<file path="src/rtl/botones_entrada_if.sv">
// Board-side bundle for the button/tilt conditioner: raw pin inputs in,
// clean command pulses and levels out towards the pet state machine.
interface botones_entrada_if;
    logic btn_sleep_raw;
    logic btn_awake_raw;
    logic btn_feed_raw;
    logic btn_play_raw;
    logic giro_raw;
    logic botonSleep;
    logic botonAwake;
    logic botonFeed;
    logic botonPlay;
    logic giro;
    logic reset_req;

    modport master (
        output btn_sleep_raw, btn_awake_raw, btn_feed_raw, btn_play_raw, giro_raw,
        input  botonSleep, botonAwake, botonFeed, botonPlay, giro, reset_req
    );

    modport slave (
        input  btn_sleep_raw, btn_awake_raw, btn_feed_raw, btn_play_raw, giro_raw,
        output botonSleep, botonAwake, botonFeed, botonPlay, giro, reset_req
    );
endinterface

</file>
<file path="src/rtl/botones_entrada.sv">
// Button/tilt front-end: synchronise, debounce and arbitrate raw board inputs
// into one-cycle command pulses, a stable tilt level and a long-press reset request.
module botones_entrada #(
    parameter int TICK_DIV       = 50000,
    parameter int DEB_MS         = 20,
    parameter int LONG_MS        = 2000,
    parameter bit BTN_ACTIVE_LOW = 1'b1
) (
    input  logic             clk,
    input  logic             rst,
    botones_entrada_if.slave bus
);
    localparam int NCH      = 5;
    localparam int NBTN     = 4;
    localparam int CH_SLEEP = 0;
    localparam int CH_AWAKE = 1;
    localparam int CH_FEED  = 2;
    localparam int CH_PLAY  = 3;
    localparam int CH_GIRO  = 4;

    localparam int TW = (TICK_DIV > 1) ? $clog2(TICK_DIV) : 1;
    localparam int CW = (DEB_MS   > 1) ? $clog2(DEB_MS)   : 1;
    localparam int LW = (LONG_MS  > 1) ? $clog2(LONG_MS)  : 1;

    localparam logic [TW-1:0]   TICK_LAST = TW'(TICK_DIV - 1);
    localparam logic [CW-1:0]   DEB_LAST  = CW'(DEB_MS - 1);
    localparam logic [LW-1:0]   LONG_LAST = LW'(LONG_MS - 1);
    localparam logic [NBTN-1:0] BTN_POL   = {NBTN{BTN_ACTIVE_LOW}};
    localparam logic [NCH-1:0]  SYNC_INIT = {1'b0, BTN_POL};
    localparam logic [NBTN-1:0] LONG_CLR  = 4'b0011;

    typedef enum logic [1:0] {RELEASED, CHK_PRESS, PRESSED, CHK_REL} chan_state_t;

    logic [NCH-1:0]  raw_in;
    logic [NCH-1:0]  sync1_reg;
    logic [NCH-1:0]  sync2_reg;
    logic [NCH-1:0]  chan_in;
    logic [NCH-1:0]  stable;
    logic [NBTN-1:0] press_evt;
    logic [TW-1:0]   tick_cnt_reg;
    logic            tick;

    assign raw_in = {bus.giro_raw, bus.btn_play_raw, bus.btn_feed_raw,
                     bus.btn_awake_raw, bus.btn_sleep_raw};

    // Flops preload the idle level so reset release never looks like a press.
    always_ff @(posedge clk or negedge rst) begin
        if (!rst) begin
            sync1_reg <= SYNC_INIT;
            sync2_reg <= SYNC_INIT;
        end else begin
            sync1_reg <= raw_in;
            sync2_reg <= sync1_reg;
        end
    end

    assign chan_in = sync2_reg ^ SYNC_INIT;

    assign tick = (tick_cnt_reg == TICK_LAST);

    always_ff @(posedge clk or negedge rst) begin
        if (!rst)      tick_cnt_reg <= '0;
        else if (tick) tick_cnt_reg <= '0;
        else           tick_cnt_reg <= tick_cnt_reg + 1'b1;
    end

    genvar gi;
    generate
        for (gi = 0; gi < NCH; gi++) begin : g_chan
            chan_state_t   state_reg, state_next;
            logic [CW-1:0] cnt_reg, cnt_next;

            always_ff @(posedge clk or negedge rst) begin
                if (!rst) begin
                    state_reg <= RELEASED;
                    cnt_reg   <= '0;
                end else begin
                    state_reg <= state_next;
                    cnt_reg   <= cnt_next;
                end
            end

            always_comb begin
                state_next = state_reg;
                cnt_next   = cnt_reg;
                unique case (state_reg)
                    RELEASED: begin
                        if (chan_in[gi]) begin
                            state_next = CHK_PRESS;
                            cnt_next   = '0;
                        end
                    end
                    CHK_PRESS: begin
                        if (!chan_in[gi]) begin
                            state_next = RELEASED;
                            cnt_next   = '0;
                        end else if (tick) begin
                            if (cnt_reg == DEB_LAST) begin
                                state_next = PRESSED;
                                cnt_next   = '0;
                            end else begin
                                cnt_next = cnt_reg + 1'b1;
                            end
                        end
                    end
                    PRESSED: begin
                        if (!chan_in[gi]) begin
                            state_next = CHK_REL;
                            cnt_next   = '0;
                        end
                    end
                    CHK_REL: begin
                        if (chan_in[gi]) begin
                            state_next = PRESSED;
                            cnt_next   = '0;
                        end else if (tick) begin
                            if (cnt_reg == DEB_LAST) begin
                                state_next = RELEASED;
                                cnt_next   = '0;
                            end else begin
                                cnt_next = cnt_reg + 1'b1;
                            end
                        end
                    end
                endcase
            end

            assign stable[gi] = (state_reg == PRESSED) || (state_reg == CHK_REL);

            // Only the not-yet-stable -> PRESSED transition is a press; release is silent.
            if (gi < NBTN) begin : g_evt
                assign press_evt[gi] = !stable[gi] && (state_next == PRESSED);
            end
        end
    endgenerate

    logic          both_held;
    logic          long_fire;
    logic [LW-1:0] long_cnt_reg;
    logic          long_done_reg;

    assign both_held = stable[CH_SLEEP] && stable[CH_AWAKE];
    assign long_fire = both_held && tick && !long_done_reg && (long_cnt_reg == LONG_LAST);

    always_ff @(posedge clk or negedge rst) begin
        if (!rst) begin
            long_cnt_reg  <= '0;
            long_done_reg <= 1'b0;
        end else if (!both_held) begin
            long_cnt_reg  <= '0;
            long_done_reg <= 1'b0;
        end else if (tick && !long_done_reg) begin
            if (long_cnt_reg == LONG_LAST) long_done_reg <= 1'b1;
            else                           long_cnt_reg  <= long_cnt_reg + 1'b1;
        end
    end

    logic [NBTN-1:0] pend_reg, pend_next;
    logic [NBTN-1:0] eff;
    logic [NBTN-1:0] grant;
    logic [NBTN-1:0] cmd_reg;
    logic            giro_reg;
    logic            reset_req_reg;

    // A fresh event on a bit being served keeps it pending, but only if it was already queued.
    always_comb begin
        eff   = (pend_reg | press_evt) & ~({NBTN{long_fire}} & LONG_CLR);
        grant = '0;
        if (eff[CH_AWAKE])      grant[CH_AWAKE] = 1'b1;
        else if (eff[CH_FEED])  grant[CH_FEED]  = 1'b1;
        else if (eff[CH_SLEEP]) grant[CH_SLEEP] = 1'b1;
        else if (eff[CH_PLAY])  grant[CH_PLAY]  = 1'b1;
        pend_next = (eff & ~grant) | (press_evt & pend_reg & grant);
    end

    always_ff @(posedge clk or negedge rst) begin
        if (!rst) begin
            pend_reg      <= '0;
            cmd_reg       <= '0;
            giro_reg      <= 1'b0;
            reset_req_reg <= 1'b0;
        end else begin
            pend_reg      <= pend_next;
            cmd_reg       <= grant;
            giro_reg      <= stable[CH_GIRO];
            reset_req_reg <= long_fire;
        end
    end

    assign bus.botonSleep = cmd_reg[CH_SLEEP];
    assign bus.botonAwake = cmd_reg[CH_AWAKE];
    assign bus.botonFeed  = cmd_reg[CH_FEED];
    assign bus.botonPlay  = cmd_reg[CH_PLAY];
    assign bus.giro       = giro_reg;
    assign bus.reset_req  = reset_req_reg;
endmodule
</file>
<file path="src/flat_wrapper.sv">
// flat-port wrapper written by rule: the top's interface ports become plain ports
module botones_entrada_flat 
#(
    parameter int TICK_DIV       = 50000,
    parameter int DEB_MS         = 20,
    parameter int LONG_MS        = 2000,
    parameter bit BTN_ACTIVE_LOW = 1'b1
)
  (clk, rst, bus_btn_sleep_raw, bus_btn_awake_raw, bus_btn_feed_raw, bus_btn_play_raw, bus_giro_raw, bus_botonSleep, bus_botonAwake, bus_botonFeed, bus_botonPlay, bus_giro, bus_reset_req);
  botones_entrada_if bus_i ();
  input  logic clk;
  input  logic rst;
  input wire logic [$bits(bus_i.btn_sleep_raw)-1:0] bus_btn_sleep_raw;
  input wire logic [$bits(bus_i.btn_awake_raw)-1:0] bus_btn_awake_raw;
  input wire logic [$bits(bus_i.btn_feed_raw)-1:0] bus_btn_feed_raw;
  input wire logic [$bits(bus_i.btn_play_raw)-1:0] bus_btn_play_raw;
  input wire logic [$bits(bus_i.giro_raw)-1:0] bus_giro_raw;
  output wire logic [$bits(bus_i.botonSleep)-1:0] bus_botonSleep;
  output wire logic [$bits(bus_i.botonAwake)-1:0] bus_botonAwake;
  output wire logic [$bits(bus_i.botonFeed)-1:0] bus_botonFeed;
  output wire logic [$bits(bus_i.botonPlay)-1:0] bus_botonPlay;
  output wire logic [$bits(bus_i.giro)-1:0] bus_giro;
  output wire logic [$bits(bus_i.reset_req)-1:0] bus_reset_req;
  assign bus_i.btn_sleep_raw = bus_btn_sleep_raw;
  assign bus_i.btn_awake_raw = bus_btn_awake_raw;
  assign bus_i.btn_feed_raw = bus_btn_feed_raw;
  assign bus_i.btn_play_raw = bus_btn_play_raw;
  assign bus_i.giro_raw = bus_giro_raw;
  assign bus_botonSleep = bus_i.botonSleep;
  assign bus_botonAwake = bus_i.botonAwake;
  assign bus_botonFeed = bus_i.botonFeed;
  assign bus_botonPlay = bus_i.botonPlay;
  assign bus_giro = bus_i.giro;
  assign bus_reset_req = bus_i.reset_req;
  botones_entrada #(.TICK_DIV(TICK_DIV), .DEB_MS(DEB_MS), .LONG_MS(LONG_MS), .BTN_ACTIVE_LOW(BTN_ACTIVE_LOW)) u_core (.clk(clk), .rst(rst), .bus(bus_i));
endmodule
</file>
<file path="config.mk">
export PLATFORM = sky130hd
export DESIGN_NAME = botones_entrada_flat
export DESIGN_NICKNAME = d
export VERILOG_FILES = /design/src/rtl/botones_entrada_if.sv /design/src/rtl/botones_entrada.sv /design/src/flat_wrapper.sv
export SDC_FILE = /design/constraint.sdc
export NUM_CORES = 1
export LEC_CHECK = 0
export BUFFER_PORTS_ARGS = -buffer_cell sky130_fd_sc_hd__buf_2
export CAP_MARGIN = 10
export CORE_UTILIZATION = 36
export DETAILED_ROUTE_END_ITERATION = 12
export GPL_TIMING_DRIVEN = 0
export PLACE_DENSITY = 0.52
export SLEW_MARGIN = 15
export SYNTH_ARGS = -nofsm -noshare
export SYNTH_HDL_FRONTEND = slang
export SYNTH_SLANG_ARGS = --single-unit
</file>
<file path="constraint.sdc">
create_clock -name clk -period 2 [get_ports clk]
set_clock_uncertainty 0.05 [all_clocks]
set_input_delay 0.2 -clock clk [delete_from_list [all_inputs] [get_ports clk]]
set_output_delay 0.2 -clock clk [all_outputs]
set_load 0.01 [all_outputs]
</file>
==> flow_metrics.tcl <==
set metrics [dict create \
    yosys_most_used_dff "dfrtp_1" \
    path_max_fanout 7 \
    violations "negative setup slack" \
    h-tree-depth 3 \
    track_usage_pct 16.6 \
    status "finished with violations" \
    synthDistinctLibCells 61 \
    ys_ff_latch 83 \
    max_stage_delay_ns 0.45 \
    cts_sinks 83 \
    critical-path-slowest-cell "dfrtp_2" \
    wl_per_cell_um 15.1 \
    syn_area_per_cell_um2 10.0 \
    n_antenna_cell 0 \
    hpwlAfterDp_um 5710 \
    synth_nets 418 \
    vias 3294 \
    start_kind "flip-flop" \
    cts_buffers 9 \
    synth_edf_count 0 \
    grt_max_degree 59 \
    grt_pass1_wl_um 15000 \
    grt_setup_unrepaired "true" \
    placed_area_mm2 0.00435 \
    p_leak_nw 2.23 \
    ant_nets 0 \
    hold_class "in -> async" \
    clockBufferDepth 2 \
    grt_pass1_vias 3162 \
    drtIter0Drc 220 \
    cp_cell_sequence "nor4bb_4 -> nand4_1 -> o21a_4 -> buf_8 -> or3_4 -> a21oi_2" \
    hold_viol 0 \
    drive_gt1_share_pct 28.1 \
    clock_latency_ns 0.37 \
    fin_crit_ns 2.04 \
    largest_reg_flops 25 \
    gp_congestion 0.752 \
    critPathKind "reg -> reg" \
    drt_wl_total_um 9140 \
    post-route-cell-area_mm2 0.00524 \
    min_period_over_period_pct 102 \
    relSlewSlack_pct 62.6 \
    max_cap_violations 0 \
    pin_count 13 \
    antenna_found_initial 0 \
    vias_per_cell 5.44 \
    worst_pin_slew_ns 0.559 \
    cts_tree "done" \
    fin_nets 475 \
    fill_cells 1013 \
    setup_viol 3 \
    drcViolationCount 0 \
    syn_inst 404 \
    firstDrtPassIters 4 \
    yosys_warnings 0 \
    crit_arrival_ns 2.29 \
    die_height_um 108 \
    power.total_mw 3.32 \
    async_flop_share_pct 100 \
    start_util_pct 37.2 \
    worst_slack_ns -0.0406 \
    area_delta_synth_final_pct 29.2 \
    io_buffers 12 \
    crit_path_end_kind "flip-flop" \
    ir_drop_uv 497 \
    required_ns 2.25 \
    overflow 0 \
    rows 38 \
    dieArea_mm2 0.0117 \
    cp_top_family "simple AND/OR/NAND/NOR gates" \
    powerDensity_mw_per_mm2 634 \
    ys_seq_area_share_pct 51.5 \
    syn_area_mm2 0.00405 \
    clk_pin_slew_ns 0.09 \
    root_buffer "clkbuf_8" \
    die_w_um 108 \
    crit_buf_inv 1 \
    slew_violations 0 \
    fmax_ghz 0.490 \
    core_mm2 0.0109 \
]
==> cells in the mapped netlist, drive strengths merged (9+ instances only) <==
master | n | area share, %
nor2 | 29 | 2.7
o21ai | 15 | 1.9
clkbuf | 12 | 1.1
nand4 | 9 | 1.4
xnor2 | 13 | 2.8
dfrtp | 75 | 46
o22ai | 16 | 2.5
and3 | 10 | 1.6
nand2 | 46 | 4.3
xor2 | 9 | 1.9
inv | 10 | 0.93
nand3 | 18 | 2.3
a21oi | 22 | 2.7
nor3 | 12 | 1.6
==> timing repair <==
action | 4_1_cts | 5_1_grt
cloned | 1 | 3
resized for setup | 39 | 46
endpoints found under the hold margin | 30 | 0
buffers inserted | 14 | 12
pin swaps | 20 | 24
hold buffers | 6 | 0
endpoints found under the setup margin | 61 | 40
==> per-layer routing <==
layer  global-route usage, %  vias up  wire (µm)
li1                        -     1593          -
met1                    20.7     1624       4180
met2                    27.3       57       4500
met3                    3.74       20        287
met4                    7.34        0        172
met5                       0        -          0
==> worst reg2reg max path: cells and delay by family, from the launching register on <==
kind,cells,cell delay [ns]
AND/OR/NAND/NOR,3,0.89
buffers and inverters,1,0.13
flip-flops,1,0.45
AO/OA/AOI/OAI,2,0.45
==> worst paths after layout <==
path / slack [ns] / cells past startpoint / end / from
max in group asynchronous: 1.01 / 3 / u_core.sync2_reg[1]$_DFF_PN1_ / rst
min reg2reg: 0.30 / 0 / u_core.sync2_reg[4]$_DFF_PN0_ / u_core.sync1_reg[4]$_DFF_PN0_
max reg2reg: -0.04 / 6 / u_core.long_cnt_reg[8]$_DFFE_PN0P_ / u_core.tick_cnt_reg[13]$_DFF_PN0_
max: -0.04 / 6 / u_core.long_cnt_reg[8]$_DFFE_PN0P_ / u_core.tick_cnt_reg[13]$_DFF_PN0_
min in group clk: 0.30 / 0 / u_core.sync2_reg[4]$_DFF_PN0_ / u_core.sync1_reg[4]$_DFF_PN0_
min: 0.23 / 2 / u_core.long_cnt_reg[8]$_DFFE_PN0P_ / rst
==> area by class of cell <==
class / instances / area (µm²) / share of cell area [%]
multi-input combinational: 292 / 2110 / 40.4
clock buffer: 9 / 124 / 2.36
sequential: 83 / 2090 / 39.9
inverter: 10 / 37.5 / 0.717
clock inverter: 7 / 124 / 2.36
tap: 140 / 175 / 3.34
timing repair buffer: 49 / 443 / 8.45
buffer: 16 / 130 / 2.48
==> stage by stage <==
| stage | cells | TNS [ns] | setup WS [ns] | utilization [%] | hold WS (ns) |
|---|---|---|---|---|---|
| global route | 606 | -2.10 | -0.138 | 48.1 | 0.269 |
| finish | 606 | -0.0824 | -0.0406 | 48.1 | 0.225 |
| global placement | 556 | -24.92 | -0.484 | 39.7 | 0.256 |
| detailed placement | 557 | -17.52 | -0.503 | 39.9 | 0.0915 |
| CTS | 591 | -0.117 | -0.0346 | 45.2 | 0.223 |
| floorplan | 404 | -0.0613 | -0.0357 | - | -0.146 |
==> power by group <==
part	switching (mW)	internal [mW]
Combinational	0.0711	0.0334
Sequential	0.0126	1.70
Clock	0.667	0.840
==> cell families after synthesis <==
group | after synthesis | share of synthesized area (%)
muxes | 8 | 2.04
AOI/OAI and AO/OA | 89 | 14.2
adders and majority gates | 9 | 2.69
xor gates and xnor gates | 22 | 4.75
buffers and inverters | 29 | 3.02
DFF | 83 | 51.5
and+or+nand+nor | 164 | 21.8
==> placed cells by master, fill, tap and decap left out, drive strengths merged, types with 4 or more instances in the layout <==
cell type / instances
nand4: 9
a21oi: 22
mux2i: 6
or3: 4
buf: 47
nand2: 46
clkbuf: 21
a31oi: 7
dfrtp: 75
inv: 12
o21ai: 15
nand3: 18
and4: 4
nor4b: 5
nor3: 12
o31ai: 8
ha: 7
and3: 10
xor2: 9
xnor2: 13
nor3b: 4
o22ai: 16
a41oi: 5
nor2: 29
and2: 4
dfstp: 8
dlygate4sd3: 6
or4: 5
No activity file was read; power rests on OpenSTA's default activity.
